$ cat config.mk
export PLATFORM = sky130hd
export DESIGN_NAME = seg_display_driver
export DESIGN_NICKNAME = d
export VERILOG_FILES = /design/src/rtl/seg_pkg.sv /design/src/rtl/bin2bcd_seq.sv /design/src/rtl/seg_display_driver.sv
export SDC_FILE = /design/constraint.sdc
export NUM_CORES = 1
export LEC_CHECK = 0
export BUFFER_PORTS_ARGS = -buffer_cell sky130_fd_sc_hd__buf_4
export CORE_MARGIN = 1.5
export CORE_UTILIZATION = 50
export DETAILED_ROUTE_END_ITERATION = 8
export GPL_ROUTABILITY_DRIVEN = 0
export HOLD_SLACK_MARGIN = 0.02
export MAX_ROUTING_LAYER = met4
export PLACE_DENSITY = 0.68
export SYNTH_ARGS = -nofsm -noshare
export SYNTH_HDL_FRONTEND = slang
export SYNTH_SLANG_ARGS = --single-unit
$ cat constraint.sdc
create_clock -name clk -period 4.66 [get_ports clk]
set_input_delay 0.699 -clock clk [delete_from_list [all_inputs] [get_ports clk]]
set_output_delay 0.699 -clock clk [all_outputs]
set_load 0.01 [all_outputs]
$ cat src/rtl/seg_pkg.sv
`default_nettype none
// ============================================================================
// Module  : seg_pkg
// Purpose : Shared types and seven-segment constants for the display driver.
// Revision: 1.0 - initial release
// ============================================================================
package seg_pkg;

    typedef enum logic [1:0] {
        ST_IDLE = 2'd0,
        ST_CONV = 2'd1,
        ST_LOAD = 2'd2
    } conv_state_t;

    localparam int unsigned NUM_DIGITS = 3;

    // Active-low patterns, bit 6 = g ... bit 0 = a
    localparam logic [6:0] SEG_DIGIT_0 = 7'h40;
    localparam logic [6:0] SEG_DIGIT_1 = 7'h79;
    localparam logic [6:0] SEG_DIGIT_2 = 7'h24;
    localparam logic [6:0] SEG_DIGIT_3 = 7'h30;
    localparam logic [6:0] SEG_DIGIT_4 = 7'h19;
    localparam logic [6:0] SEG_DIGIT_5 = 7'h12;
    localparam logic [6:0] SEG_DIGIT_6 = 7'h02;
    localparam logic [6:0] SEG_DIGIT_7 = 7'h78;
    localparam logic [6:0] SEG_DIGIT_8 = 7'h00;
    localparam logic [6:0] SEG_DIGIT_9 = 7'h10;
    localparam logic [6:0] SEG_BLANK   = 7'h7F;

    function automatic logic [6:0] seg_decode(input logic [3:0] digit);
        logic [6:0] pattern;
        pattern = SEG_BLANK;
        case (digit)
            4'd0:    pattern = SEG_DIGIT_0;
            4'd1:    pattern = SEG_DIGIT_1;
            4'd2:    pattern = SEG_DIGIT_2;
            4'd3:    pattern = SEG_DIGIT_3;
            4'd4:    pattern = SEG_DIGIT_4;
            4'd5:    pattern = SEG_DIGIT_5;
            4'd6:    pattern = SEG_DIGIT_6;
            4'd7:    pattern = SEG_DIGIT_7;
            4'd8:    pattern = SEG_DIGIT_8;
            4'd9:    pattern = SEG_DIGIT_9;
            default: pattern = SEG_BLANK;
        endcase
        return pattern;
    endfunction

endpackage : seg_pkg
`default_nettype wire

$ cat src/rtl/bin2bcd_seq.sv
`default_nettype none
// ============================================================================
// Module  : bin2bcd_seq
// Purpose : Change-triggered sequential double-dabble, 7-bit binary to 3 BCD digits.
// Revision: 1.0 - initial release
// ============================================================================
module bin2bcd_seq
    import seg_pkg::*;
(
    input  logic       clk,
    input  logic       reset,
    input  logic [6:0] value,
    output logic       busy,
    output logic [3:0] hundreds,
    output logic [3:0] tens,
    output logic [3:0] ones
);

    conv_state_t r_state;
    conv_state_t w_state_next;

    logic [6:0]  r_shadow;
    logic [18:0] r_shift;      // {hundreds, tens, ones, binary}
    logic [2:0]  r_iter;
    logic [3:0]  r_hundreds;
    logic [3:0]  r_tens;
    logic [3:0]  r_ones;

    function automatic logic [18:0] dd_step(input logic [18:0] sr);
        logic [18:0] adj;
        adj = sr;
        for (int i = 0; i < 3; i++) begin
            if (adj[7 + 4*i +: 4] >= 4'd5) begin
                adj[7 + 4*i +: 4] = adj[7 + 4*i +: 4] + 4'd3;
            end
        end
        return {adj[17:0], 1'b0};
    endfunction

    always_ff @(posedge clk or posedge reset) begin
        if (reset) begin
            r_state <= ST_IDLE;
        end else begin
            r_state <= w_state_next;
        end
    end

    always_comb begin
        w_state_next = r_state;
        case (r_state)
            ST_IDLE: if (value != r_shadow) w_state_next = ST_CONV;
            ST_CONV: if (r_iter == 3'd6)    w_state_next = ST_LOAD;
            ST_LOAD: w_state_next = ST_IDLE;
            default: w_state_next = ST_IDLE;
        endcase
    end

    always_ff @(posedge clk or posedge reset) begin
        if (reset) begin
            r_shadow   <= 7'd0;
            r_shift    <= 19'd0;
            r_iter     <= 3'd0;
            r_hundreds <= 4'd0;
            r_tens     <= 4'd0;
            r_ones     <= 4'd0;
        end else begin
            case (r_state)
                ST_IDLE: begin
                    if (value != r_shadow) begin
                        r_shadow <= value;
                        r_shift  <= {12'd0, value};
                        r_iter   <= 3'd0;
                    end
                end
                ST_CONV: begin
                    r_shift <= dd_step(r_shift);
                    r_iter  <= r_iter + 3'd1;
                end
                ST_LOAD: begin
                    r_hundreds <= r_shift[18:15];
                    r_tens     <= r_shift[14:11];
                    r_ones     <= r_shift[10:7];
                end
                default: ;
            endcase
        end
    end

    assign busy     = (r_state != ST_IDLE);
    assign hundreds = r_hundreds;
    assign tens     = r_tens;
    assign ones     = r_ones;

endmodule : bin2bcd_seq
`default_nettype wire

$ cat src/rtl/seg_display_driver.sv
`default_nettype none
// ============================================================================
// Module  : seg_display_driver
// Purpose : Multiplexed 3-digit seven-segment driver with leading-zero blanking.
// Revision: 1.0 - initial release
// ============================================================================
module seg_display_driver
    import seg_pkg::*;
#(
    parameter int REFRESH_DIV = 100000
) (
    input  logic       clk,
    input  logic       reset,
    input  logic [6:0] value,
    input  logic       blank,
    output logic [6:0] seg,
    output logic [3:0] an,
    output logic       busy
);

    localparam int PRESC_W = (REFRESH_DIV > 1) ? $clog2(REFRESH_DIV) : 1;

    logic [PRESC_W-1:0] r_presc;
    logic [1:0]         r_sel;
    logic [3:0]         w_hundreds;
    logic [3:0]         w_tens;
    logic [3:0]         w_ones;
    logic [3:0]         w_digit;
    logic               w_blanked;

    bin2bcd_seq u_bin2bcd (
        .clk      (clk),
        .reset    (reset),
        .value    (value),
        .busy     (busy),
        .hundreds (w_hundreds),
        .tens     (w_tens),
        .ones     (w_ones)
    );

    always_ff @(posedge clk or posedge reset) begin
        if (reset) begin
            r_presc <= '0;
            r_sel   <= 2'd0;
        end else if (r_presc == PRESC_W'(REFRESH_DIV - 1)) begin
            r_presc <= '0;
            r_sel   <= (r_sel == 2'(NUM_DIGITS - 1)) ? 2'd0 : r_sel + 2'd1;
        end else begin
            r_presc <= r_presc + 1'b1;
        end
    end

    // Ones is never leading-zero blanked so a value of 0 still shows "0"
    always_comb begin
        w_digit   = w_ones;
        w_blanked = blank;
        case (r_sel)
            2'd1: begin
                w_digit   = w_tens;
                w_blanked = blank || ((w_hundreds == 4'd0) && (w_tens == 4'd0));
            end
            2'd2: begin
                w_digit   = w_hundreds;
                w_blanked = blank || (w_hundreds == 4'd0);
            end
            default: ;
        endcase
    end

    assign an  = w_blanked ? 4'b1111   : ~(4'b0001 << r_sel);
    assign seg = w_blanked ? SEG_BLANK : seg_decode(w_digit);

endmodule : seg_display_driver
`default_nettype wire

==> results of run 1 <==
path summary, 6_finish.rpt:
path | startpoint | endpoint | slack [ns]
setup / recovery | r_sel[0]$_DFFE_PP0N_ | seg[3] | 1.31
hold / removal | reset | r_presc[4]$_DFF_PP0_ | 0.32
setup reg to reg | r_presc[0]$_DFF_PP0_ | r_sel[1]$_DFFE_PP0N_ | 2.44
hold reg to reg | u_bin2bcd.ones[0]$_DFFE_PP0N_ | u_bin2bcd.ones[0]$_DFFE_PP0N_ | 0.49
max in group asynchronous | reset | u_bin2bcd.r_shift[18]$_DFFE_PP0P_ | 3.45
min in group clk | u_bin2bcd.ones[0]$_DFFE_PP0N_ | u_bin2bcd.ones[0]$_DFFE_PP0N_ | 0.49
area by class of cell:
type,count,area [um2]
Fill cell,545,2690
Multi-Input combinational cell,217,1600
Sequential cell,62,1550
Timing Repair Buffer,23,173
Clock buffer,10,138
Tap cell,77,96.3
Inverter,16,60.1
Clock inverter,6,37.5
power by group through the flow:
stage                     combinational (mW)  clock (mW)  sequential (mW)
final                                  0.718       0.405            0.812
after global routing                   0.825       0.440            0.835
after CTS                              0.725       0.422            0.812
after detailed placement               0.723           0            0.820
after global placement                 0.698           0            0.816
after floorplan                        0.566           0            0.788
placed cells by master (no fill, tap or decap), types with 3 or more instances in the layout:
cell type and n:
sky130_fd_sc_hd__nand2b_1 4, sky130_fd_sc_hd__a21o_1 4, sky130_fd_sc_hd__and3_1 5, sky130_fd_sc_hd__nor2_1 13
sky130_fd_sc_hd__nand4_1 6, sky130_fd_sc_hd__mux2i_1 4, sky130_fd_sc_hd__xor2_1 18, sky130_fd_sc_hd__mux2_2 14
sky130_fd_sc_hd__nand3_1 5, sky130_fd_sc_hd__a221o_1 6, sky130_fd_sc_hd__and2_1 9, sky130_fd_sc_hd__nor3_1 4
sky130_fd_sc_hd__ha_1 19, sky130_fd_sc_hd__clkinvlp_4 3, sky130_fd_sc_hd__a22o_1 6, sky130_fd_sc_hd__a22oi_1 4
sky130_fd_sc_hd__o21ai_0 20, sky130_fd_sc_hd__a21oi_1 10, sky130_fd_sc_hd__xnor2_1 9, sky130_fd_sc_hd__nor4_1 3
sky130_fd_sc_hd__buf_4 23, sky130_fd_sc_hd__clkinv_2 3, sky130_fd_sc_hd__a31oi_1 3, sky130_fd_sc_hd__clkbuf_8 10
sky130_fd_sc_hd__and4_1 4, sky130_fd_sc_hd__nor4b_1 3, sky130_fd_sc_hd__dfrtp_1 62, sky130_fd_sc_hd__nand2_1 24
sky130_fd_sc_hd__inv_1 15
metal layers:
metal	routed length, um	vias to the layer above	track usage (%)
li1	-	1135	-
met1	2760	1110	24.8
met2	2660	40	29.1
met3	186	10	4.45
met4	140	0	9.09
met5	0	-	-
cell families after synthesis:
kind of cell               count (synthesis)  synth area share, %
xor gates and xnor gates                  27                 7.22
and+or+nand+nor                           90                 15.4
adders and majority gates                 19                 7.25
muxes                                     19                 6.38
AOI/OAI and AO/OA                         62                 12.7
DFF                                       62                 47.3
buffers and inverters                     28                 3.70
flip-flops by register name (all words and copies together), names as in the netlist:
| register | count |
|---|---|
| u_bin2bcd.r_shift | 19 |
| r_presc | 17 |
| u_bin2bcd.r_shadow | 7 |
| u_bin2bcd.hundreds | 4 |
| u_bin2bcd.ones | 4 |
| u_bin2bcd.tens | 4 |
| u_bin2bcd.r_iter | 3 |
| r_sel | 2 |
| u_bin2bcd.r_state | 2 |
per-stage QoR:
stage               util, %  hold slack, ns  setup WS, ns
floorplan                 -           0.444          1.95
global placement       54.9           0.469          1.78
detailed placement     54.9           0.478          1.69
CTS                    57.6           0.310          1.30
global route           57.6           0.333          1.10
finish                 57.6           0.321          1.31
==> impl.org, run 1 <==
** Pwr
- Net switching power :: approximately 0.69 mW
- Across the VDD grid, the largest voltage drop is 0.000317 V.
- After layout, the design draws a total of 1.94 mW.
- Clk pwr share :: between 20% and 30%
- Net switching is a little over a third of the power.
- In this run the power density over the cells is roughly 530 mW/mm2.
- Sequential cells burn a little over two fifths of the power.
- Comb power frac :: between 30% and 40%
- Internal power contribution :: around 1.2 mW
- The analysis attributes to cell leakage a power of between 1.5 and 2 nW.

** Detailed routing
- Remaining routing DRC violations :: 0
- Post-detailed-route via-to-cell ratio :: approximately 5.6
- Total vias in the final route :: between 2000 and 2500
- The count of nets left with antenna violations once routing finished came out at 0.
- The first TritonRoute pass finished after 6 iterations.
- In the final routed layout, each cell accounts on average for approximately 14 um.
- Post-Route WL :: around 5700 um
- Detailed router's first-iteration violation count :: between 100 and 150

** Global route
- Global routing used between 10% and 20% of the available tracks across all layers.
- The number of antenna violations at the first check in global routing came to 0.
- For this run the aggregate overflow at the end of global routing stands at 0.
- The first global-routing pass estimated ~11000 um of wire.
- Vias in the first global route :: 2333
- Entering global routing, the biggest net connects between 40 and 50 pins.

** Timing
- The count of final max-slew check failures came to 0.
- Clock skew on the completed layout was measured at about 0.0055 ns.
- Pin slew with the least headroom to its limit :: roughly 1.2 ns
- Dividing the final minimum period by the clock period gives a little under three quarters.
- The smallest clock period supported by the final layout is computed as approximately 3.4 ns.
- Measured against its own limit, the worst slew margin works out to between 20% and 30%.
- Unrepaired setup endpoints after global routing :: no
- For this run, the top clock speed supported by timing is just under 300 MHz.
- Setup violations remaining at the end of the flow were counted as 0.
- The number of hold-slack violations in the final timing report came to 0.
- In the final timing run, aggregate negative setup slack is 0 ns.

** Clocking
- The clock reaches the later pin of the worst-skew pair after roughly 0.33 ns.
- In this run the deepest clock path goes through 2 buffers.
- Buffers added to address setup during post-CTS repair amount to 0.
- Clock-pin slew was measured on the worst setup and hold paths at roughly 0.070 ns.
- TritonCTS built the clock tree.
- For this design, the CTS-stage hold fixing added 0 buffers.
- CTS buffer count :: 9
- CTS built an H-tree with a depth of 3.
- In this run, post-CTS repair resized a total of 0 instances.
- Clock tree synthesis selected as its root buffer the cell sky130_fd_sc_hd__clkbuf_8.
- CTS sink cnt :: 62

** Critical path
- Top Family by Delay on Critical Path :: adder cells
- Along the worst path, the maximum fanout reaches 10.
- STA puts the critical path data required time at 3.96 ns.
- Cell depth of the worst flop-to-flop path :: 5
- Critical path startpoint category :: flip-flop
- The number of buffers and inverters on the critical path is 3.
- Critical path class :: reg2out
- WP depth :: 9
- Endpoint arrival time on the critical path :: 2.65 ns
- STA classifies the critical path endpoint as an output port.
- In this design, the stage delay of the slowest critical-path cell is 0.47 ns.
- The largest individual stage delay along the critical path comes from the cell sky130_fd_sc_hd__ha_1.
- Traced cell by cell, the critical path runs through inv_1 > ha_1 > nor2_1 > a21oi_1 > inv_1 > ha_1 > o21ai_0 > nand4_1 > buf_4.

** Die
- Chip width :: 84.0 um
- Count of standard-cell rows :: 29
- The initial utilization of the core area, before any placement, comes to 51.6%.
- The floorplan step defined a core boundary enclosing 0.00635 mm2.
- Measured along the y axis, the die boundary spans between 80 and 90 um.
- Floorplan die area :: between 0.007 and 0.008 mm2
- Total I/O pin count :: 22

** Synth
- Sorting the synthesized cells by how often they occur yields sky130_fd_sc_hd__dfrtp_1 (62), sky130_fd_sc_hd__nand2_1 (24), sky130_fd_sc_hd__o21ai_0 (20), sky130_fd_sc_hd__ha_1 (19), sky130_fd_sc_hd__xor2_1 (18).
- Synthesis produced a netlist with a net count of 336.
- Sequential area share after synthesis :: about 47%
- Summed over all instances, the cell type with the most area after synthesis is sky130_fd_sc_hd__dfrtp_1.
- Cell count after synthesis :: 307
- During synthesis, Yosys emitted a total of 0 warnings.
- Leading cell types by total area after synthesis :: sky130_fd_sc_hd__dfrtp_1 (47%), sky130_fd_sc_hd__ha_1 (7.3%), sky130_fd_sc_hd__mux2_2 (4.8%), sky130_fd_sc_hd__xor2_1 (4.8%), sky130_fd_sc_hd__o21ai_0 (3.1%)
- Yosys mapped a number of flops with a built-in enable equal to 0.
- Avg Inst Size Synth :: between 10 and 15 um2
- The mapped netlist covers 0.00328 mm2.
- After synthesis, the share of flip-flops with an asynchronous set or reset is 100%.
- Number of different library cells in the post-synthesis netlist :: 46
- Most repeated cell in the gate-level netlist after synthesis :: sky130_fd_sc_hd__dfrtp_1
- Commonest register cell after synthesis :: sky130_fd_sc_hd__dfrtp_1
- Of the post-synthesis cell area, the dominant cell type holds 47.3%.
- In this run, synthesis produced a sequential element count of 62.

** Finish
- The final layout contains about 360 nets.
- Ratio of cells with drive above 1 in the final layout :: 18.3%
- Area delta synth->final :: 11.7%
- Cell area after layout :: around 0.0037 mm2
- Antenna diode count :: 0
- Post-layout instance count excluding filler cells :: between 400 and 500

** Placement
- Post-DP HPWL :: between 4000 and 5000 um
- Post-DP Area :: between 0.003 and 0.004 mm2
- Port Buffers :: 21
- Once placement completed, the tool counted placed cells totaling slightly below 400.

** Outcome
- The flow ran to the end, and the final reports show no timing, DRC or antenna violations.

** Worst hold path
- Worst min path class :: in2async

** Run
- Across the run, the number of max-cap violations was 0.
Note: power is estimated with default switching activity, not from simulation.
==> inputs of run 2 (changes only) <==
--- a/config.mk
+++ b/config.mk
@@ -12,7 +12,7 @@
 export GPL_ROUTABILITY_DRIVEN = 0
 export HOLD_SLACK_MARGIN = 0.02
 export MAX_ROUTING_LAYER = met4
-export PLACE_DENSITY = 0.68
+export PLACE_DENSITY = 0.71
 export SYNTH_ARGS = -nofsm -noshare
 export SYNTH_HDL_FRONTEND = slang
 export SYNTH_SLANG_ARGS = --single-unit
==> constraint.sdc (replaced) <==
create_clock -name clk -period 2.9 [get_ports clk]
set_input_delay 0.435 -clock clk [delete_from_list [all_inputs] [get_ports clk]]
set_output_delay 0.435 -clock clk [all_outputs]
set_load 0.01 [all_outputs]
==> run 2 against run 1 <==
Effect of this change:
- clock skew grew 0.0027 ns
- final cell count increased by 1.2%
- sequential cell count unchanged
- setup slack worse by 1.2 ns
- critical endpoint is now seg[2]
- count of clock-buffer cells in the layout increased by 1
- first-iteration DRC count decreased by 43%
- wire length up 4.7%
- via count grew 1.2%
- worst hold slack got worse by 0.25 ns
- highest routed layer unchanged
- clock power increased by 58%
==> impl.org, run 2 (same netlist as run 1, synthesis figures left out) <==
** Outcome
- The run finished with clean final reports.

** Timing
- For the pin with the worst max-slew slack, the measured transition is around 1.2 ns.
- In the final timing run, aggregate negative setup slack is 0 ns.
- F_max :: 361 MHz
- The worst pin sits at a relative slew slack of 22.6%.
- Unrepaired setup endpoints after global routing :: yes
- Post-layout minimum cycle time :: 2.77 ns
- Fin Clk Skew :: between 0.008 and 0.009 ns
- Dividing the final minimum period by the clock period gives between 90% and 100%.
- The count of final max-slew check failures is 0.
- Final number of setup-violating endpoints :: 0
- Final hold violation count :: 0

** Global route
- Overall overflow remaining after global route :: 0
- Global routing usage on met1 :: 23.6%
- Met3 usage :: between 5 and 6%
- Global routing consumed, on the met2 layer, between 20 and 30% of the routing resources.
- GRT Util Overall :: about a fifth
- Layer with the highest usage :: met2
- The via count of the first global-routing pass was ~2200.
- The number of antenna violations at the first check in global routing came to 0.
- Wire length of the first global-routing pass :: around 10000 um
- Maximum number of pins on one net before global-route repair :: 25

** Critical path
- The number of buffers and inverters on the critical path is 3.
- STA puts the critical path data arrival time at 2.34 ns.
- For the worst flop-to-flop path, the logic depth is 3.
- The worst setup path is launched from a flip-flop.
- The critical path is of the reg2out type.
- Critical path peak fanout :: 10
- The critical path starts at r_sel[1]$_DFFE_PP0N_.
- Grouping stages by cell kind, the critical path spends the most delay in adder cells.
- The signal on the critical path passes through inv_2 > ha_4 > nor2_2 > a21oi_4 > ha_1 > inv_1 > o311ai_0 > buf_4.
- The startpoint identified for the worst register-to-register timing path is u_bin2bcd.r_state[0]$_DFFE_PP0P_.
- Kind of capture point of the worst setup path :: output port
- Crit-path slowest cell :: sky130_fd_sc_hd__dfrtp_1
- In this run the critical register-to-register path is captured at u_bin2bcd.r_shift[18]$_DFFE_PP0P_.
- Data required, critical path :: between 2 and 2.5 ns
- The setup check on the worst reg-to-reg path leaves a slack of slightly below 0.8 ns.
- In this design, the stage delay of the slowest critical-path cell is ~0.43 ns.

** Finish
- Cells fill 59.5% of the core in the end.
- Top flop regs :: u_bin2bcd.r_shift x19, r_presc x17, u_bin2bcd.r_shadow x7
- Relative to the synthesized area, the layout overhead comes to 15.3%.
- Commonest non-fill, non-tap cells in the layout :: sky130_fd_sc_hd__dfrtp_1 (62), sky130_fd_sc_hd__buf_4 (28), sky130_fd_sc_hd__nand2_1 (24), sky130_fd_sc_hd__o21ai_0 (19), sky130_fd_sc_hd__xor2_1 (18)
- For this run, the post-layout net count is roughly 360.
- Antenna diode count :: 0
- Once layout is done, the placed cells without fillers occupy around 0.0038 mm2.
- Top register by number of flip-flops :: u_bin2bcd.r_shift
- The register with the most flip-flops in the layout has 19 of them.
- Of the cells placed in the final design, the portion with a size suffix greater than 1 is between 20% and 30%.
- Leaving out fill and tap cells, the most frequent cell in the layout is sky130_fd_sc_hd__dfrtp_1.

** Clocking
- Clock-pin slew was measured on the worst setup and hold paths at approximately 0.070 ns.
- Number of buffers inserted for hold repair after clock tree synthesis :: 0
- Buffer levels on the longest clock path :: 2
- Clock tree synthesis inserted a total of 9 buffers.
- Clock latency of the later-clocked register in the worst-skew pair :: 0.34 ns
- CTS H-tree depth :: 3
- TritonCTS built the clock tree.
- Cell chosen for the clock root :: sky130_fd_sc_hd__clkbuf_8
- CTS saw just over 60 sinks.

** Pwr
- Clk pwr share :: 20.3%
- For this design the static power due to leakage is around 1.8 nW.
- Power per cell area :: 836 mW/mm2
- Fraction of power spent switching nets :: a little over a third
- Overall power consumption :: between 3 and 4 mW
- Comb power frac :: a little under two fifths
- Sequential cells burn 41.6% of the power.
- Internal power contribution :: 2.04 mW
- Summed over all nets, the switching power comes to ~1.1 mW.
- Max rail drop VDD :: roughly 0.00042 V

** Worst hold path
- Worst min path class :: in2async

** Die
- Count of standard-cell rows :: 29
- The floorplan step defined a die boundary enclosing around 0.007 mm2.
- Measured along the x axis, the die boundary spans 84.0 um.
- Starting Density :: just over 50%
- 22 I/O pins were placed.
- Die span in y :: ~84 um
- The floorplan step defined a core boundary enclosing roughly 0.0063 mm2.

** Placement
- Post-DP HPWL :: slightly above 4000 um
- Post-DP Area :: about 0.0035 mm2
- In this run the tool buffered the top-level ports with 21 buffer cells.

** Detailed routing
- Post-Route WL :: 6020 um
- DR WL/cell :: approximately 14 um
- Pre-antenna DRT Iters :: 4
- Detailed router's first-iteration violation count :: 59
- Remaining routing DRC violations :: 0
- Total vias in the final route :: around 2300
- Routed Antenna Nets :: 0
- Post-detailed-route via-to-cell ratio :: about 5.6

** Run
- Max-cap violations in this run came to 0.
-- run 2: per-layer routing --
metal,vias up,part of all wire (%)
met2,27,48
met1,1141,48
met3,11,3.2
li1,1144,-
met4,0,1.5
met5,-,0
-- run 2: power by group through the flow --
stage / clock, mW / combinational [mW] / sequential [mW]
floorplan: 0 / 0.910 / 1.27
global placement: 0 / 1.12 / 1.31
detailed placement: 0 / 1.16 / 1.32
CTS: 0.659 / 1.20 / 1.31
global route: 0.689 / 1.36 / 1.35
finish: 0.641 / 1.21 / 1.31
-- run 2: cell type report --
class / count / area (um2)
Inverter: 16 / 60.1
Clock buffer: 11 / 141
Multi-Input combinational cell: 217 / 1690
Clock inverter: 5 / 25.0
Sequential cell: 62 / 1550
Tap cell: 77 / 96.3
Fill cell: 536 / 2570
Timing Repair Buffer: 28 / 210
-- run 2: worst max path at each step --
stage / to / slack (ns) / cells after the start
6_report: seg[2] / 0.13 / 8
5_1_grt: seg[2] / -0.02 / 8
4_1_cts: seg[3] / 0.005 / 7
3_5_place_dp: seg[3] / 0.15 / 7
3_3_place_gp: seg[3] / 0.28 / 7
2_1_floorplan: seg[2] / 0.45 / 7
-- run 2: through the flow --
step | hold WS (ns) | setup slack (ns) | instances
CTS | 0.0794 | 0.00501 | 415
detailed placement | 0.444 | 0.150 | 397
floorplan | 0.444 | 0.451 | 307
global placement | 0.445 | 0.276 | 397
finish | 0.0728 | 0.128 | 416
global route | 0.0962 | -0.0222 | 416
-- run 2: timing repair --
action                     in CTS  in global routing
setup endpoints to repair       7                  3
buffers inserted                2                  1
resized for setup              12                 10
pin swaps                       2                  2
==> inputs of run 3 (changes only) <==
--- a/config.mk
+++ b/config.mk
@@ -5,7 +5,7 @@
 export SDC_FILE = /design/constraint.sdc
 export NUM_CORES = 1
 export LEC_CHECK = 0
-export BUFFER_PORTS_ARGS = -buffer_cell sky130_fd_sc_hd__buf_4
+export BUFFER_PORTS_ARGS = -buffer_cell sky130_fd_sc_hd__buf_2
 export CORE_MARGIN = 1.5
 export CORE_UTILIZATION = 50
 export DETAILED_ROUTE_END_ITERATION = 8
==> run 3 against run 2 <==
Effect of this change:
- first-iteration DRC count did not move
- count of clock-buffer cells in the layout did not move
- final cell count rose by 0.72%
- via count fell by 0.69%
- sequential power barely moved
- critical path depth did not move
- power fell by 1.6%
- die area did not move
- clock power fell by 2%
- critical path type unchanged
- largest cell class unchanged
- largest power group unchanged
==> impl.org, run 3 (same netlist as run 1, synthesis figures left out) <==
** Outcome
- Outcome :: finished clean

** Clocking
- The number of hold buffers added after CTS was 0.
- The root buffer cell chosen for the clock tree is sky130_fd_sc_hd__clkbuf_8.
- In this run, CTS created clock tree buffers numbering 9.
- Clock-pin slew was measured on the worst setup and hold paths at around 0.070 ns.
- Clock latency of the later-clocked register in the worst-skew pair :: around 0.33 ns
- CTS sink cnt :: slightly above 60
- The clock passes through at most 2 buffers.
- CTS H-tree depth :: 3
- Clock tree from TritonCTS :: done

** Finish
- The register with the most flip-flops in the layout has 19 of them.
- Post-layout util :: 59.1%
- Post-layout nets :: around 370
- In the layout the commonest cells are sky130_fd_sc_hd__dfrtp_1 (60), sky130_fd_sc_hd__nand2_1 (24), sky130_fd_sc_hd__buf_2 (21), sky130_fd_sc_hd__o21ai_0 (20), sky130_fd_sc_hd__xor2_1 (18).
- Relative to the synthesized area, the layout overhead comes to 14.5%.
- The largest registers in the layout are u_bin2bcd.r_shift x19, r_presc x17, u_bin2bcd.r_shadow x7.
- Once layout is done, the placed cells without fillers occupy about 0.0038 mm2.
- Antenna diode count :: 0
- Leaving out fill and tap cells, the most frequent cell in the layout is sky130_fd_sc_hd__dfrtp_1.
- Top register by number of flip-flops :: u_bin2bcd.r_shift
- Ratio of cells with drive above 1 in the final layout :: ~25%

** Placement
- The placed instances occupy a cell area of around 0.0035 mm2.
- Once detailed placement completed, the half-perimeter wirelength came to roughly 4000 um.
- Port buffering added 21 buffers.

** Die
- In this run the horizontal extent of the chip is about 84 um.
- Core area :: approximately 0.0063 mm2
- The die covers approximately 0.0070 mm2.
- Count of standard-cell rows :: 29
- Starting Density :: roughly half
- Measured along the y axis, the die boundary spans 84.0 um.
- In this run the count of I/O pins placed on the die edge is 22.

** Detailed routing
- Dividing the detail-routed wire length by the instance count gives ~14 um.
- The count of nets left with antenna violations once routing finished came out at 0.
- In this run, the number of DRC markers left after iteration 0 of detailed routing was slightly below 60.
- Remaining routing DRC violations :: 0
- The routed layout has around 2300 vias.
- The first TritonRoute pass finished after 4 iterations.
- Summed over all layers, the routed wires come to 5760 um.
- Post-detailed-route via-to-cell ratio :: 5.51

** Pwr
- Static Leak :: 1.74 nW
- Overall power consumption :: 3.11 mW
- Power per cell area :: approximately 830 mW/mm2
- Max rail drop VDD :: about 0.00066 V

** Timing
- Fin Clk Skew :: around 0.0053 ns
- Pin slew with the least headroom to its limit :: 0.600 ns
- Counting I/O delays and the setup requirement, the final critical path takes about 2.7 ns.
- Headroom to the max-slew limit came out at between 50% and 60%.
- F_max :: 370 MHz
- Share of the cycle needed by the critical path after routing :: 93.2%
- The number of hold-slack violations in the final timing report was 0.
- Final number of setup-violating endpoints :: 0
- The count of final max-slew check failures is 0.

** Critical path
- In this run the worst path has a maximum fanout of 8.
- STA puts the critical path data required time at 2.47 ns.
- Critical path class :: reg2out
- Critical path startpoint category :: flip-flop
- In this run the worst setup path begins at r_sel[1]$_DFFE_PP0N_.
- STA classifies the critical path endpoint as an output port.
- Endpoint arrival time on the critical path :: around 2.3 ns
- Reg2reg end :: u_bin2bcd.r_shift[3]$_DFFE_PP0P_
- Reg-to-reg startpoint :: u_bin2bcd.r_shadow[0]$_DFFE_PP0P_
- Minimum setup slack among reg-to-reg paths :: about 0.89 ns
- Counting cells, the worst reg-to-reg path comes to 5.

** Global route
- Wire length of the first global-routing pass :: 9930 um
- Global routing used 18.0% of the available tracks.
- Antenna violations before repair :: 0
- Overall overflow remaining after global route :: 0
- Vias in the first global route :: between 2000 and 2500
- Maximum number of pins on one net before global-route repair :: 26

** Run
- Number of violations of the max-capacitance limit :: 0

** Worst hold path
- The min-delay analysis places its worst path in the category in2async.
## run 3: area by class of cell
type | count | area (um2)
Clock buffer | 11 | 141
Clock inverter | 5 | 25.0
Fill cell | 537 | 2600
Inverter | 16 | 65.1
Multi-Input combinational cell | 217 | 1690
Sequential cell | 62 | 1550
Tap cell | 77 | 96.3
Timing Repair Buffer | 31 | 180
## run 3: routing by layer
layer  track usage (%)  routed length, um  vias up
li1                  -                  -     1153
met1              22.7               2800     1123
met2              27.7               2730       25
met3              5.93                174        6
met4              5.37                 51        0
met5                 -                  0        -
## run 3: worst max path at each step
stage | end | slack [ns] | cells past startpoint
floorplan | seg[2] | 0.45 | 7
global placement | seg[3] | 0.35 | 7
detailed placement | seg[0] | 0.26 | 7
CTS | seg[0] | 0.04 | 7
global route | seg[3] | -0.02 | 9
finish | seg[0] | 0.20 | 8
## run 3: where the power goes
| group | internal, mW | leakage [nW] | switching, mW |
|---|---|---|---|
| Combinational | 0.570 | 0.853 | 0.593 |
| Clock | 0.325 | 0.0926 | 0.301 |
| Sequential | 1.12 | 0.798 | 0.204 |
## run 3: per-stage QoR
step	hold WS, ns	std cells	setup TNS [ns]	worst slack, ns
after floorplan	0.444	307	0	0.451
after global placement	0.414	399	0	0.353
after detailed placement	0.414	399	0	0.256
after CTS	0.0486	415	0	0.0409
after global routing	0.0712	419	-0.0164	-0.0164
final	0.0542	419	0	0.197
## run 3: what timing repair did
action	CTS	global route
setup buffers	0	4
pin swaps	0	2
endpoints found under the setup margin	5	6
gates resized for setup	10	15
hold endpoints to repair	0	0
## run 3: critical path, cell delays in order, from the launching register on
cell and delay [ns]:
sky130_fd_sc_hd__dfrtp_2 0.45, sky130_fd_sc_hd__inv_4 0.10, sky130_fd_sc_hd__ha_4 0.24, sky130_fd_sc_hd__clkbuf_4 0.19, sky130_fd_sc_hd__nor2_4 0.13, sky130_fd_sc_hd__a21oi_2 0.08
sky130_fd_sc_hd__or4b_4 0.54, sky130_fd_sc_hd__nand4_1 0.10, sky130_fd_sc_hd__buf_2 0.13
